`src/rtl/rcv_frame_ctrl.sv`:
```
// rcv_frame_ctrl
// Receive-side framing controller for the UART-style serial peripheral.
// Synchronises the raw line and finds the start bit. Times the bit centres and
// pulses shift_strobe into an external LSB-first shift register. When the
// frame is complete it checks the stop bit, latches the data word and keeps the
// status flags that the APB side reads.
//
// state | meaning
// ------+-----------------------------------------------------------------
// IDLE  | line idle, waiting for a falling edge on the synchronised input
// START | half-bit wait; confirm the start bit is still low at its centre
// BITS  | full-bit timer; strobe the shift register at every bit centre
// CHECK | one cycle; sr_data holds stop+data, update rx_data and the flags
module rcv_frame_ctrl #(
    parameter int NUM_BITS     = 8,
    parameter int CLKS_PER_BIT = 10
) (
    input  logic                clk,
    input  logic                rst,
    input  logic                serial_in,
    input  logic [NUM_BITS:0]   sr_data,
    output logic                shift_strobe,
    input  logic                data_read,
    output logic [NUM_BITS-1:0] rx_data,
    output logic                data_ready,
    output logic                overrun_error,
    output logic                framing_error,
    output logic                rcv_busy
);

    localparam int TW = $clog2(CLKS_PER_BIT);
    localparam int CW = $clog2(NUM_BITS + 2);

    localparam logic [TW-1:0] HALF_TC  = TW'(CLKS_PER_BIT / 2 - 1);
    localparam logic [TW-1:0] BIT_TC   = TW'(CLKS_PER_BIT - 1);
    localparam logic [CW-1:0] LAST_BIT = CW'(NUM_BITS);

    typedef enum logic [1:0] {
        IDLE  = 2'd0,
        START = 2'd1,
        BITS  = 2'd2,
        CHECK = 2'd3
    } state_t;

    state_t         state, next_state;
    logic [TW-1:0]  timer, timer_nxt;
    logic [CW-1:0]  bit_cnt, bit_cnt_nxt;
    logic           s1, s2, s3;
    logic           fall;
    logic           strobe;

    // Two-flop synchroniser plus one history flop for edge detection; idle is high.
    always_ff @(posedge clk or posedge rst) begin
        if (rst) begin
            s1 <= 1'b1;
            s2 <= 1'b1;
            s3 <= 1'b1;
        end else begin
            s1 <= serial_in;
            s2 <= s1;
            s3 <= s2;
        end
    end

    assign fall = s3 & ~s2;

    // State, bit timer and bit counter registers.
    always_ff @(posedge clk or posedge rst) begin
        if (rst) begin
            state   <= IDLE;
            timer   <= '0;
            bit_cnt <= '0;
        end else begin
            state   <= next_state;
            timer   <= timer_nxt;
            bit_cnt <= bit_cnt_nxt;
        end
    end

    // Next-state, timer and strobe decode.
    always_comb begin
        next_state  = state;
        timer_nxt   = timer;
        bit_cnt_nxt = bit_cnt;
        strobe      = 1'b0;
        case (state)
            IDLE: begin
                timer_nxt   = '0;
                bit_cnt_nxt = '0;
                if (fall) begin
                    next_state = START;
                end
            end
            START: begin
                if (timer == HALF_TC) begin
                    timer_nxt = '0;
                    // A line back high at the start-bit centre was only a glitch.
                    next_state = s2 ? IDLE : BITS;
                end else begin
                    timer_nxt = timer + 1'b1;
                end
            end
            BITS: begin
                if (timer == BIT_TC) begin
                    timer_nxt   = '0;
                    strobe      = 1'b1;
                    bit_cnt_nxt = bit_cnt + 1'b1;
                    // Data bits plus the stop bit have been shifted in.
                    if (bit_cnt == LAST_BIT) begin
                        next_state = CHECK;
                    end
                end else begin
                    timer_nxt = timer + 1'b1;
                end
            end
            CHECK: begin
                timer_nxt   = '0;
                bit_cnt_nxt = '0;
                next_state  = IDLE;
            end
            default: begin
                timer_nxt   = '0;
                bit_cnt_nxt = '0;
                next_state  = IDLE;
            end
        endcase
    end

    assign shift_strobe = strobe;
    assign rcv_busy     = (state != IDLE);

    // Received word and status flags; a good frame load takes priority over a read.
    always_ff @(posedge clk or posedge rst) begin
        if (rst) begin
            rx_data       <= '0;
            data_ready    <= 1'b0;
            overrun_error <= 1'b0;
            framing_error <= 1'b0;
        end else if (state == CHECK) begin
            if (sr_data[NUM_BITS]) begin
                rx_data       <= sr_data[NUM_BITS-1:0];
                data_ready    <= 1'b1;
                framing_error <= 1'b0;
                if (data_ready && !data_read) begin
                    overrun_error <= 1'b1;
                end else if (data_read) begin
                    overrun_error <= 1'b0;
                end
            end else begin
                framing_error <= 1'b1;
                // Bad frame loads nothing, so a read in this cycle still consumes the word.
                if (data_read) begin
                    data_ready    <= 1'b0;
                    overrun_error <= 1'b0;
                end
            end
        end else if (data_read) begin
            data_ready    <= 1'b0;
            overrun_error <= 1'b0;
        end
    end

endmodule

```
`config.mk`:
```
export PLATFORM = sky130hd
export DESIGN_NAME = rcv_frame_ctrl
export DESIGN_NICKNAME = d
export VERILOG_FILES = /design/src/rtl/rcv_frame_ctrl.sv
export SDC_FILE = /design/constraint.sdc
export NUM_CORES = 1
export LEC_CHECK = 0
export CAP_MARGIN = 20
export CORE_ASPECT_RATIO = 1.2
export CORE_UTILIZATION = 43
export DETAILED_ROUTE_END_ITERATION = 8
export PLACE_DENSITY = 0.69
export SLEW_MARGIN = 25
export SYNTH_ARGS = -nofsm -noshare
export SYNTH_HDL_FRONTEND = slang
export SYNTH_SLANG_ARGS = --single-unit
```
`constraint.sdc`:
```
create_clock -name clk -period 1.8 [get_ports clk]
set_clock_uncertainty 0.1 [all_clocks]
set_input_delay 0.36 -clock clk [delete_from_list [all_inputs] [get_ports clk]]
set_output_delay 0.36 -clock clk [all_outputs]
set_load 0.05 [all_outputs]
```
### Yosys cells after proc, flatten, opt, wreduce, memory -nomap -nowiden

Index checks and enable logic that the tools add are counted.

* add/subtract/negate cells: 2
* equality and inequality tests: 10
* mux-type cells: 21
* bitwise operators: 2
* reductions and logical operators: 9

Operators by type and width (count)
* 2-to-1 mux 4 bit: 3
* case mux 4 bit (3 select lines): 1
* 2-to-1 mux 1 bit: 10
* 2-to-1 mux 2 bit: 5
* adder 4 x 1 -> 4 bit, second input constant: 2
* == test 4 bit, second input constant: 2
* inequality test 2 bit, second input constant: 4
* case mux 2 bit (4 select lines): 1
* case mux 4 bit (2 select lines): 1
* == test 2 bit, second input constant: 2
* == test 4 x 3 -> 1 bit, second input constant: 1
* AND reduction 2 bit: 2
* AND reduction 4 bit: 1
* nonzero test 2 bit: 2
* == test 2 x 1 -> 1 bit, second input constant: 1
* logical NOT 2 bit: 1
* OR reduction 2 bit: 1
* bitwise AND 1 bit: 1
* logical AND 1 bit: 1
* logical NOT 1 bit: 1
* NOT 1 bit: 1

* bits in registers: 24
* input bits: 13
* output and inout port bits: 13
* word-level logic and storage cells: 54

### Longest topological paths before layout

* depth in word-level cells: 5
* gate-level depth with buffers: 6
* gate-level depth less buffers: 6

### Least setup slack after synthesis

No wires, ideal clock.

* path type: register -> output
* start point: register state[0]
* end point: output port shift_strobe
* data arrival time: 1.454 ns
* required time: 1.340 ns
* slack: -0.114 ns
* stages on the path, launching flop included: 5
* buffers on the path: 0
* cells stage by stage: dfrtp_1 -> inv_1 -> ha_1 -> inv_1 -> nor2_1

* cells in the longest elaborated chain, start to end: 2

RTL lines
* start, declared: RTL line 45 `state_t state, next_state;`
* start signal, assigned: RTL line 74 `state <= next_state;`
* == test 2 bit: RTL line 86 `case (state)`
* 2-to-1 mux 1 bit: RTL line 86
* end, declared: RTL line 22 `output logic shift_strobe,`

Every way passes these cells.

### Worst setup path after layout

Same ends and word-level chain as after synthesis.

==> run metrics <==
initial antenna violation count 0; sw power 1210 µW; Ys Warns 0; Combinational Power Share ~56%; core area ~2500 µm²; Slew Limit Headroom between 80% and 90%; final net count about 160; Total GRT Usage roughly 15%; unrepaired setup endpoints after global routing no; Clock Root Buffer clkbuf_4; final instance area around 1600 µm²; number of routed nets with antenna violations 0; number of synthesized flops with an enable pin 0; cts bufs inserted 3; ANT cells 0; internal power about 1600 µW; drt drc 0; WL per Instance 12.1 µm; flop2flop setup slack around 0.19 ns; Syn Area/Cell about 12 µm²; clock slew at reported path FFs between 0.1 and 0.15 ns; Clk pwr share a little over an eighth; syn_nets roughly 120; DIE WIDTH 48.9 µm; dpl cell area between 1000 and 1500 µm²; CP arrival 1.28 ns; PD cells 1790 nW/µm²; sequential share of the synthesized area around 53%; minimum clock period approximately 1.7 ns; clock tree buffer depth 2; layout cells sized above 1 between 30% and 40%; hold_buf cts 0; Mapped Area between 1000 and 1500 µm²; Async SR Flop Fraction between 90% and 100%; synth top area cells dfrtp_1, ha_1, mux2_2; I/O pins 26; CTS tree yes; drt via density roughly 5; top cell type's share of synthesized area between 40 and 50%; final setup fails 0; worst skew pair latency ~0.30 ns; Area Growth Syn to Fin 38.1%; final hold vios 0; outcome finished, final reports clean; H-tree levels 1; via count 804; Net Sw Frac 43.3%; Vert. Die Dim ~58 µm; global route total overflow 0; number of global-route vias before repair about 840; gp weighted congestion 0.782; Initial Util approximately 45%; Clock Sinks 24; CP Launch Type flop; setup_tns 0 ns; maximum capacitance violations 0; pin count of the biggest net entering global routing 25; FMAX 576 MHz; CP required 1.34 ns; crit share post-route about 96%; worst min path class flop to flop; die area 2850 µm²; DPL Wire Length about 1500 µm; Slew @ Worst Pin around 0.28 ns; Initial DRC Count 8; Slew Viols, Final 0; Crit Path Category flop to output pin; Detailed Route WL roughly 2000 µm; drt pass-1 iters 3; Synth Flop Type dfrtp_1; Crit. End Element output pin; row count 20; Lkg Pwr roughly 0.00075 µW; largest area contributor in the netlist dfrtp_1; Seq pwr share between 30% and 40%; Mapped Cells 95; worst vdd ir around 0.0012 V; Yosys cell types 29; FF+latch count, synth 24; first-pass GRT wire length around 3400 µm; count of input and output buffers 25; crit-path max FO 3
[routing by layer]
layer  part of all wire, %  vias to the layer above  global-route usage [%]
met5                     0                        -                       0
met4                   1.1                        0                    5.04
met3                   2.7                        2                    1.55
met2                    54                       17                    29.2
met1                    42                      390                    18.3
li1                      -                      395                       -
[final cells by class]
type	instances	area [µm²]
fill	230	958
clock buffer	3	22.5
tap	33	41.3
multi-input combinational	60	526
clock inverter	1	30.0
inverter	11	41.3
timing repair buffer	33	303
sequential	24	606
[sequential cells by signal (all words and copies together), names as in the netlist, named ones only]
signal / cells
rx_data: 8
bit_cnt: 4
timer: 4
data_ready: 1
framing_error: 1
overrun_error: 1
s1: 1
s2: 1
s3: 1
state: 1
[final timing paths]
| path | startpoint | to | depth (start not counted) |
|---|---|---|---|
| setup / recovery | state[0] | shift_strobe | 5 |
| hold reg to reg | s1 | s2 | 0 |
| max in group asynchronous | rst | s2 | 3 |
| setup reg to reg | state[0] | flop | 6 |
| hold / removal | s1 | s2 | 0 |
| min in group asynchronous | rst | rx_data[4] | 3 |
[logic make-up (layout without fill, tap and decap cells)]
| group | count (synthesis) | after routing | synth area share, % |
|---|---|---|---|
| flops | 24 | 24 | 53.2 |
| mux | 9 | 9 | 8.81 |
| xor+xnor | 2 | 2 | 1.54 |
| simple gates | 24 | 24 | 12.7 |
| fa+ha+maj | 10 | 10 | 11.0 |
| buf+inv | 11 | 48 | 3.63 |
| compound gates | 15 | 15 | 9.14 |
[worst max-delay path, cell delays in order, from the launching register on]
cell,delay [ns]
dfrtp_2,0.44
inv_2,0.08
ha_4,0.15
inv_2,0.05
nor2_4,0.12
buf_12,0.14
[cells in the mapped netlist, types with 2 or more instances]
cell       n
o21ai_0    4
dfstp_2    3
o21ai_1    3
inv_1     11
ha_1      10
a31oi_1    3
dfrtp_1   21
mux2_2     8
nor2_1     5
nand2b_1   2
nand2_1    5
nand3_1    3
[power groups by stage]
stage / sequential (µW) / clock, µW / combinational (µW)
after floorplan: 1230 / 0 / 645
after global placement: 874 / 0 / 1410
after detailed placement: 884 / 0 / 1420
after CTS: 865 / 383 / 1510
after global routing: 892 / 398 / 1700
final: 867 / 378 / 1560
[per-stage QoR]
step                utilization, %  worst slack, ns  hold WS (ns)  cells  total power, µW
floorplan                        -            0.101         0.245     95             1880
global placement              56.6            0.113         0.246    154             2280
detailed placement            56.6           0.0773         0.254    154             2310
CTS                           60.7         0.000546         0.272    162             2760
global route                  62.1          0.00779         0.275    165             2990
finish                        62.1           0.0635         0.269    165             2800
[cells in the final DEF (no fill, tap or decap), drive strengths merged, types with 2 or more instances in the layout]
| cell type | synthesis | routed |
|---|---|---|
| ha | 10 | 10 |
| mux2 | 8 | 8 |
| nand2b | 2 | 2 |
| buf | 0 | 21 |
| nand3 | 3 | 3 |
| dfrtp | 21 | 21 |
| clkdlybuf4s50 | 0 | 12 |
| nor2 | 5 | 5 |
| nand3b | 2 | 2 |
| a31oi | 3 | 3 |
| o21ai | 7 | 7 |
| nand2 | 5 | 5 |
| inv | 11 | 11 |
| clkbuf | 0 | 3 |
| dfstp | 3 | 3 |
[what timing repair did]
item                                    4_1_cts  5_1_grt
endpoints found under the setup margin        2        4
setup buffers                                 4        3
pin swaps                                     1        1
hold endpoints to repair                      0        0
gates resized for setup                       7        5
Note: power is estimated with default switching activity, not from simulation.
